File: src/rtl/spi_xfer_arbiter.sv
// spi_xfer_arbiter: round-robin owner of one SPI engine among NUM_REQ requesters.
// Ports: clk/reset_n/enable, req/req_wdata in; grant/ack/err/rdata/busy out;
// spi_go/spi_wdata to the engine, spi_ready/spi_rdata back (ready is async).
module spi_xfer_arbiter #(
  parameter int NUM_REQ        = 2,
  parameter int DATA_W         = 32,
  parameter int GO_CYCLES      = 2,
  parameter int TIMEOUT_CYCLES = 4096
) (
  input  logic                      clk,
  input  logic                      reset_n,
  input  logic                      enable,
  input  logic [NUM_REQ-1:0]        req,
  input  logic [NUM_REQ*DATA_W-1:0] req_wdata,
  output logic [NUM_REQ-1:0]        grant,
  output logic [NUM_REQ-1:0]        ack,
  output logic                      err,
  output logic [DATA_W-1:0]         rdata,
  output logic                      busy,
  output logic                      spi_go,
  output logic [DATA_W-1:0]         spi_wdata,
  input  logic                      spi_ready,
  input  logic [DATA_W-1:0]         spi_rdata
);

  localparam int IW = $clog2(NUM_REQ);
  localparam int TW = $clog2(TIMEOUT_CYCLES);

  typedef enum logic [1:0] {
    S_IDLE, S_LAUNCH, S_WAIT, S_DONE
  } state_t;

  state_t              r_state, w_state;
  logic                r_s1, r_s2, r_s2_prev;
  logic [IW-1:0]       r_rr, w_rr;
  logic [IW-1:0]       r_win, w_win;
  logic [3:0]          r_go_cnt, w_go_cnt;
  logic [TW-1:0]       r_to_cnt, w_to_cnt;
  logic                r_done_seen, w_done_seen;
  logic [NUM_REQ-1:0]  r_grant, w_grant;
  logic [NUM_REQ-1:0]  r_ack, w_ack;
  logic                r_err, w_err;
  logic                r_go, w_go;
  logic [DATA_W-1:0]   r_rdata, w_rdata;
  logic [DATA_W-1:0]   r_wdata, w_wdata;

  logic                w_done_evt;
  logic                w_found;
  logic [IW-1:0]       w_pick;
  logic [IW-1:0]       w_idx;
  logic [NUM_REQ-1:0]  w_onehot;
  logic [DATA_W-1:0]   w_words [NUM_REQ];

  for (genvar g = 0; g < NUM_REQ; g++) begin : g_words
    assign w_words[g] = req_wdata[g*DATA_W +: DATA_W];
  end

  // Falling edge of the synchronised ready line marks completion.
  assign w_done_evt = r_s2_prev & ~r_s2;
  assign w_onehot   = NUM_REQ'(1) << r_win;

  // Search starts one past the last owner so every requester gets a turn.
  always_comb begin
    w_found = 1'b0;
    w_pick  = '0;
    w_idx   = '0;
    for (int k = 1; k <= NUM_REQ; k++) begin
      w_idx = IW'((int'(r_rr) + k) % NUM_REQ);
      if (!w_found && req[w_idx]) begin
        w_found = 1'b1;
        w_pick  = w_idx;
      end
    end
  end

  always_comb begin
    w_state     = r_state;
    w_rr        = r_rr;
    w_win       = r_win;
    w_go_cnt    = r_go_cnt;
    w_to_cnt    = r_to_cnt;
    w_done_seen = r_done_seen;
    w_grant     = r_grant;
    w_ack       = r_ack;
    w_err       = r_err;
    w_go        = r_go;
    w_rdata     = r_rdata;
    w_wdata     = r_wdata;
    if (!enable) begin
      w_state     = S_IDLE;
      w_go        = 1'b0;
      w_grant     = '0;
      w_ack       = '0;
      w_err       = 1'b0;
      w_go_cnt    = '0;
      w_to_cnt    = '0;
      w_done_seen = 1'b0;
    end else begin
      unique case (r_state)
        S_IDLE: begin
          if (w_found) begin
            w_win       = w_pick;
            w_grant     = NUM_REQ'(1) << w_pick;
            w_wdata     = w_words[w_pick];
            w_go        = 1'b1;
            w_go_cnt    = 4'(GO_CYCLES - 1);
            w_done_seen = 1'b0;
            w_state     = S_LAUNCH;
          end
        end
        S_LAUNCH: begin
          // The engine may finish before spi_go drops; remember it.
          if (w_done_evt) w_done_seen = 1'b1;
          if (r_go_cnt == 4'd0) begin
            w_go    = 1'b0;
            w_state = S_WAIT;
          end else begin
            w_go_cnt = r_go_cnt - 4'd1;
          end
        end
        S_WAIT: begin
          if (w_done_evt || r_done_seen) begin
            w_rdata = spi_rdata;
            w_ack   = w_onehot;
            w_err   = 1'b0;
            w_state = S_DONE;
          end else if (r_to_cnt == TW'(TIMEOUT_CYCLES - 1)) begin
            w_rdata = '0;
            w_ack   = w_onehot;
            w_err   = 1'b1;
            w_state = S_DONE;
          end else begin
            w_to_cnt = r_to_cnt + 1'b1;
          end
        end
        S_DONE: begin
          w_ack       = '0;
          w_err       = 1'b0;
          w_grant     = '0;
          w_rr        = r_win;
          w_to_cnt    = '0;
          w_done_seen = 1'b0;
          w_state     = S_IDLE;
        end
        default: w_state = S_IDLE;
      endcase
    end
  end

  always_ff @(posedge clk or negedge reset_n) begin
    if (!reset_n) begin
      r_state     <= S_IDLE;
      r_s1        <= 1'b0;
      r_s2        <= 1'b0;
      r_s2_prev   <= 1'b0;
      r_rr        <= IW'(NUM_REQ - 1);
      r_win       <= '0;
      r_go_cnt    <= '0;
      r_to_cnt    <= '0;
      r_done_seen <= 1'b0;
      r_grant     <= '0;
      r_ack       <= '0;
      r_err       <= 1'b0;
      r_go        <= 1'b0;
      r_rdata     <= '0;
      r_wdata     <= '0;
    end else begin
      r_s1        <= spi_ready;
      r_s2        <= r_s1;
      r_s2_prev   <= r_s2;
      r_state     <= w_state;
      r_rr        <= w_rr;
      r_win       <= w_win;
      r_go_cnt    <= w_go_cnt;
      r_to_cnt    <= w_to_cnt;
      r_done_seen <= w_done_seen;
      r_grant     <= w_grant;
      r_ack       <= w_ack;
      r_err       <= w_err;
      r_go        <= w_go;
      r_rdata     <= w_rdata;
      r_wdata     <= w_wdata;
    end
  end

  assign grant     = r_grant;
  assign ack       = r_ack;
  assign err       = r_err;
  assign rdata     = r_rdata;
  assign busy      = (r_state != S_IDLE);
  assign spi_go    = r_go;
  assign spi_wdata = r_wdata;

endmodule

File: config.mk
export PLATFORM = sky130hd
export DESIGN_NAME = spi_xfer_arbiter
export DESIGN_NICKNAME = d
export VERILOG_FILES = /design/src/rtl/spi_xfer_arbiter.sv
export SDC_FILE = /design/constraint.sdc
export NUM_CORES = 1
export LEC_CHECK = 0
export CAP_MARGIN = 30
export CORE_UTILIZATION = 25
export CTS_BUF_LIST = sky130_fd_sc_hd__clkbuf_4 sky130_fd_sc_hd__clkbuf_8
export DETAILED_ROUTE_END_ITERATION = 8
export GPL_ROUTABILITY_DRIVEN = 0
export SETUP_SLACK_MARGIN = 0.4
export SKIP_LAST_GASP = 1
export SLEW_MARGIN = 25
export SYNTH_ARGS = -nofsm -noshare
export SYNTH_HDL_FRONTEND = slang
export SYNTH_SLANG_ARGS = --single-unit
File: constraint.sdc
create_clock -name clk -period 3.4 [get_ports clk]
set_input_delay 0.85 -clock clk [delete_from_list [all_inputs] [get_ports clk]]
set_output_delay 0.85 -clock clk [all_outputs]
set_load 0.005 [all_outputs]
-- After elaboration in Yosys (flattened, before gate mapping)
Cells that the tools add are included.
- register bits: 94
- input port bits: 102
- output and inout bits: 71
- word-level logic and storage cells: 105
- $add $sub $neg: 4
- order comparisons: 3
- equality and inequality tests: 15
- shift-type cells: 2
- multiplexer cells: 46
- bitwise gates (word level): 3
- reductions and logical operators: 17
- operator list (operator ; count):
    32-bit 2-to-1 mux ; 5
    12-bit 2-to-1 mux ; 3
    12-bit one-hot mux with 2 select lines ; 1
    3-bit AND reduction ; 7
    2-bit 2-to-1 mux ; 10
    3-bit inequality test (second input constant) ; 6
    1-bit 2-to-1 mux ; 17
    12-bit by 1-bit adder with 12-bit output (second input constant) ; 1
    12-bit == test (second input constant) ; 1
    4-bit 2-to-1 mux ; 3
    3-bit by 1-bit inequality test with 1-bit output (second input constant) ; 3
    2-bit one-hot mux with 2 select lines ; 2
    2-bit one-hot mux with 4 select lines ; 1
    4-bit one-hot mux with 2 select lines ; 1
    2-bit AND reduction ; 3
    2-bit == test (second input constant) ; 2
    4-bit zero test ; 1
    1-bit by 2-bit < comparator with 1-bit output (second input constant) ; 2
    4-bit by 1-bit inequality test with 1-bit output (second input constant) ; 1
    4-bit inequality test (second input constant) ; 1
    1-bit one-hot mux with 2 select lines ; 2
    2-bit nonzero test ; 2
    1-bit by 1-bit << shifter with 2-bit output (first input constant) ; 2
    4-bit by 1-bit subtractor with 4-bit output (second input constant) ; 1
    other kinds (11) ; 12

-- Logic depth before layout (Yosys ltp)
- word-level depth: 11
- gate-level depth with buffers: 9
- depth with buffers taken out: 6

-- Least setup slack after synthesis
No wires, ideal clock.
- path kind: input -> register
- start point: in enable
- end point: reg r_go_cnt[2]
- setup time: 118 ps
- arrival: 1814 ps
- data required time: 3282 ps
- setup slack: 1468 ps
- stages: 5
- path buffers: 1
- cell sequence: buf_4 > and4bb_2 > o31ai_4 > o21ai_0 > a21o_1
- longest elaborated chain between the ends: 2
- elaborated cells between the ends (all ways): 5
- those cells by class: 3 x eq/ne; 1 x mux; 1 x reduce/logical
- RTL lines (what ; line ; RTL):
    start, declared ; 12 ; input logic enable,
    3-bit by 1-bit inequality test with 1-bit output (no line) or 3-bit inequality test (tied branches) ; -- ;
    3-bit AND reduction (no line) ; -- ;
    end signal, assigned ; 174 ; r_go_cnt <= w_go_cnt;
    end, declared ; 37 ; logic [3:0] r_go_cnt, w_go_cnt;
Parallel ways exist; a longest one is shown, timed or not.
A chain may end at the register's enable or synchronous reset.

-- Worst setup path after layout
- start point: reg r_state[0]
- end point: out busy
- longest elaborated chain between the ends: 1
- RTL lines (what ; line ; RTL):
    start, declared ; 33 ; state_t r_state, w_state;
    start signal, assigned ; 171 ; r_state <= w_state;
    2-bit nonzero test ; 190 ; assign busy = (r_state != S_IDLE);
    end, declared ; 19 ; output logic busy,
No other way between the ends.

==> flow_summary.json <==
{
  "worst_skew_pair.late_latency_ns": 0.37,
  "fmaxAchievable_mhz": 373,
  "antenna_left": 0,
  "yosys_warnings": 0,
  "postCtsSetupBuffers": 0,
  "io_pins": 173,
  "drive_above_1_share": 0.0705,
  "ys_types": 53,
  "design_power_total_mw": 4.48,
  "die-area_um2": 18100,
  "final_hold_viol_count": 0,
  "grt_use_total": 0.131,
  "hold_class": "flop to flop",
  "worstMarginPinSlew_ns": 0.765,
  "crit_fanout": 7,
  "core_um2": 17200,
  "slew_viol_final": 0,
  "fin_nets": 657,
  "die_h_um": 135,
  "cts_tree": "built",
  "ys_ff_latch": 94,
  "placed_area_um2": 6250,
  "dp_hpwl_um": 8530,
  "ys_seq_area_frac": 0.535,
  "finalWorstSetupSlack_ns": 0.721,
  "vias": 3617,
  "route.detailed.drc": 0,
  "grt_pass1_wl_um": 18600,
  "syn_nets": 497,
  "synth_edf_count": 0,
  "clk_path_buf_depth": 2,
  "synth_area_um2": 4400,
  "synth_cells": 388,
  "hold_buffers": 0,
  "critPathRequiredTime_ns": 2.55,
  "synthArstFlopShare": 1.00,
  "rsz0062_at_grt": "no",
  "setup_viol_count_final": 0,
  "dp_slack_ns": 0.621,
  "setup_tns_ns": 0,
  "grt-ovfl-total": 0,
  "final_cell_count_no_fill": 778,
  "hold_ws_ns": 0.361,
  "row_count": 48,
  "most-common-layout-cells": "171 x clkdlybuf4s50_1, 93 x dfrtp_1, 49 x nand2_1",
  "startpoint_type": "flop",
  "vdd_drop_max_mv": 0.254,
  "ys.flop_type": "dfrtp_1",
  "diodes": 0,
  "utilization": 0.377,
  "grt_max_degree": 67,
  "via_per_inst": 4.65,
  "leakagePower_nw": 2.84,
  "drt_iter0_markers": 133,
  "grt_pass1_vias": 3684,
  "routed_wl_um": 11600,
  "htreeDepth": 3,
  "arrival_ns": 1.83,
  "fin_area_um2": 6490,
  "status": "completed",
  "port-buffer-count": 172,
  "final_common_cell": "clkdlybuf4s50_1",
  "finClkSkew_ns": 0.0180,
  "synth_top_area_frac": 0.529,
  "synth.largest_area_cell": "dfrtp_1",
  "cts_resized": 0,
  "clk_pin_slew_worst_paths_ns": 0.10,
  "power_density_nw_per_um2": 691,
  "antenna_found_initial": 0,
  "clock_sinks": 94,
  "slew_headroom": 0.489,
  "period_needed_ns": 2.68,
  "finalCritPeriodShare": 0.788,
  "fp.dieW_um": 135,
  "start_util": 0.255,
  "crit_path_end_kind": "output port",
  "firstDrtPassIters": 4,
  "critPathKind": "flop to output port",
  "syn_area_per_cell_um2": 11.3,
  "root_buffer": "clkbuf_8",
  "area.growth.synth_to_final_pct": 47.6,
  "dp_cells": 762,
  "numCtsBuffers": 9,
  "wire_per_inst_um": 15.0,
  "max_cap_violations": 0,
  "synth.area.top_cells": "dfrtp_1 53%, mux2i_1 7.5%, a22o_1 7.0%"
}
[cells by family after synthesis]
group / after synthesis / share of synthesized area
AO/OA/AOI/OAI: 127 / 0.209
flip-flops: 94 / 0.535
AND/OR/NAND/NOR: 86 / 0.104
buffers and inverters: 41 / 0.0572
multiplexers: 33 / 0.0751
adder cells (fa/ha/maj): 7 / 0.0199
[final timing paths]
| path | from | to | slack (ns) | depth (start not counted) |
|---|---|---|---|---|
| worst min register to register | r_s1$_DFF_PN0_ | r_s2$_DFF_PN0_ | 0.36 | 0 |
| worst max register to register | r_state[0]$_DFFE_PN0P_ | rdata[31]$_DFFE_PN0P_ | 1.10 | 6 |
| min in group asynchronous | reset_n | rdata[4]$_DFFE_PN0P_ | 0.51 | 1 |
| max in group asynchronous | reset_n | r_rr$_DFFE_PN1P_ | 2.16 | 2 |
| worst min-delay path | r_s1$_DFF_PN0_ | r_s2$_DFF_PN0_ | 0.36 | 0 |
| worst max-delay path | r_state[0]$_DFFE_PN0P_ | busy | 0.72 | 4 |
[per-layer routing]
layer | vias to the layer above | GRT usage | wire length (um)
met4 | 0 | 0.0624 | 263
met1 | 1768 | 0.152 | 4770
met5 | - | 0 | 0
met3 | 13 | 0.0342 | 590
met2 | 94 | 0.226 | 6020
li1 | 1742 | - | -
[report_power, final]
group | internal, mW | switching, mW
registers | 1.53 | 0.267
clock network | 0.497 | 0.400
logic | 1.09 | 0.693
[flip-flops by register name, indices dropped and copies added (netlist names), 2 cells and up]
name	flops
r_state	2
ack	2
r_go_cnt	4
r_to_cnt	12
grant	2
spi_wdata	32
rdata	32
[worst max-delay path: stages (launching register included)]
cell and delay (ns):
dfrtp_1 0.40, inv_1 0.10, ha_1 0.30, inv_1 0.14, clkdlybuf4s50_1 0.52
[Yosys cell counts, types with 2 or more instances]
library cell	instances
a21oi_1	10
a22o_1	35
a31oi_1	3
a41oi_1	3
and3_1	2
and4_4	3
and4bb_2	2
buf_2	4
buf_4	2
buf_6	10
clkbuf_1	12
dfrtp_1	93
ha_1	7
inv_1	12
mux2i_1	33
nand2_1	49
nand2b_1	3
nand3_1	2
nand4_1	2
nor2_1	5
nor3_1	4
nor4_1	2
o211ai_1	2
o21ai_0	39
o22ai_1	4
o31a_1	2
o31ai_1	17
[final cells by class]
type / instances / area (um^2)
well taps: 225 / 282
inverters: 12 / 45.0
clock buffers: 10 / 131
repair buffers: 178 / 1780
fillers: 1645 / 10700
multi-input cells: 253 / 1790
clock inverters: 6 / 109
flip-flops and latches: 94 / 2350
Power figures use the tool's default switching activity.
==> patch: new RTL, config.mk and constraints unchanged <==
Take the reset off `r_rdata` and load it in a clocked block of its own.
--- a/src/rtl/spi_xfer_arbiter.sv
+++ b/src/rtl/spi_xfer_arbiter.sv
@@ -164,3 +164,2 @@
       r_go        <= 1'b0;
-      r_rdata     <= '0;
       r_wdata     <= '0;
@@ -180,5 +179,8 @@
       r_go        <= w_go;
-      r_rdata     <= w_rdata;
       r_wdata     <= w_wdata;
     end
+  end
+
+  always_ff @(posedge clk) begin
+    r_rdata <= w_rdata;
   end
Function: changed (Yosys sat finds a counterexample within 10 cycles, from zero or initial values and one cycle with reset_n low; the reset may be asserted at any time).
==> patch against the original RTL <==
- critical path depth unchanged
- count of clock-buffer cells in the layout did not move
- final area rose by 0.35%
- combinational power shrank 20%
- power is 15% lower
- setup slack gained 0.046 ns
- largest cell class unchanged
- synthesized area shrank 1.2%
- wire length is 4.9% lower
- sequential cell count did not move
- synthesized cell count is 0.77% lower
- clock power is 15% lower
- core utilization grew 1.2 points
- first-iteration DRC count fell by 3.0%
==> patch: results (changes against the original RTL) <==
| Metric | Value |
|---|---|
| Relative slew slack | 51.1% (+2.2 points) |
| Clk tree area frac | 3.11% (-0.59 points) |
| Pin count of the biggest net entering global routing | 66 (-1.5%) |
| List of most frequent post-synthesis cells | dfrtp_1, o21ai_0, nand2_1, and2_1, mux2i_1 |
| Leakage power | 2.63 nW (-7.4%) |
| Fill count | 1626 (-1.2%) |
| Sw power | 1.22 mW (-10%) |
| First-pass GRT wire length | 17700 um (-5.1%) |
| Post-DP HPWL | 8290 um (-2.8%) |
| Syn nets | 494 (-0.60%) |
| Inverters | 8 (-4) |
| Clk_skew | 0.0205 ns (+0.00250 ns) |
| Post-Place Cells | 757 (-0.66%) |
| Non-clock buffer share | 27.8% (+0.40 points) |
| Top cells by area, synth | dfrtp_1, edfxtp_1, mux2i_1, o21ai_0, and2_1 |
| Gate power share | 37.9% (-1.9 points) |
| Share of flip-flops with an asynchronous set or reset | 66.0% (-34 points) |
| GRT Overall Usage | 12.8% (-0.33 points) |
| Worst Path Arrival | 1.78 ns (-0.05 ns) |
| Peak VDD IR | 0.279 mV (+9.8%) |
| WL final | 11100 um (-4.9%) |
| Vias/cell | 4.47 (-3.7%) |
| Internal Pwr Total | 2.59 mW (-17%) |
| Initial drt markers | 129 (-3.0%) |
| Pre-CTS WS | 0.591 ns (-0.0297 ns) |
| Status | completed |
| Storage cell area | 2510 um2 (+6.8%) |
| HP Class | register to register |
| Dpl cell area | 6310 um2 (+0.96%) |
| Final instance area | 6510 um2 (+0.35%) |
| Multi-input logic portion of the cell area | 25.8% (-1.8 points) |
| Final hold slack | 0.368 ns (+0.00640 ns) |
| Sequential area share after synthesis | 57.9% (+4.4 points) |
| Post-synthesis cell count | 385 (-0.77%) |
| Fraction of layout cells with a size suffix above 1 | 6.69% (-0.36 points) |
| Vias | 3459 (-4.4%) |
| Min Tclk post-route | 2.63 ns (-0.0465 ns) |
| R2R setup slack | 1.09 ns |
| Die area | 17900 um2 (-1.2%) |
| Number of distinct library cells after synthesis | 48 (-9.4%) |
| Vias in the first global route | 3431 (-6.9%) |
| Post-synth EDFFs | 32 (+32) |
| Multi-input gate count | 254 (+0.40%) |
[patch: routing by layer]
metal	part of all wire, %	GRT usage (%)	up-vias
met5	0	0	-
met4	1.6	5.49	0
met3	12	5.74	11
met2	42	19.6	189
met1	44	15.5	1557
li1	-	-	1702
[patch: logic make-up (layout without fill, tap and decap cells)]
logic type | Yosys count | count (layout) | synth area share, %
AO/OA/AOI/OAI | 93 | 93 | 13.7
adder cells (fa/ha/maj) | 7 | 7 | 2.02
buffers and inverters | 37 | 205 | 3.92
flip-flops | 94 | 94 | 57.9
multiplexers | 34 | 34 | 7.87
AND/OR/NAND/NOR | 120 | 120 | 14.6
[patch: path summary, 6_finish.rpt]
kind,startpoint,end,cells past startpoint
max in group asynchronous,reset_n,r_to_cnt[5],2
max,r_state[0],busy,4
min,r_s1,r_s2,0
max reg2reg,r_to_cnt[0],rdata[16],5
min in group asynchronous,reset_n,spi_wdata[24],1
min reg2reg,r_s1,r_s2,0
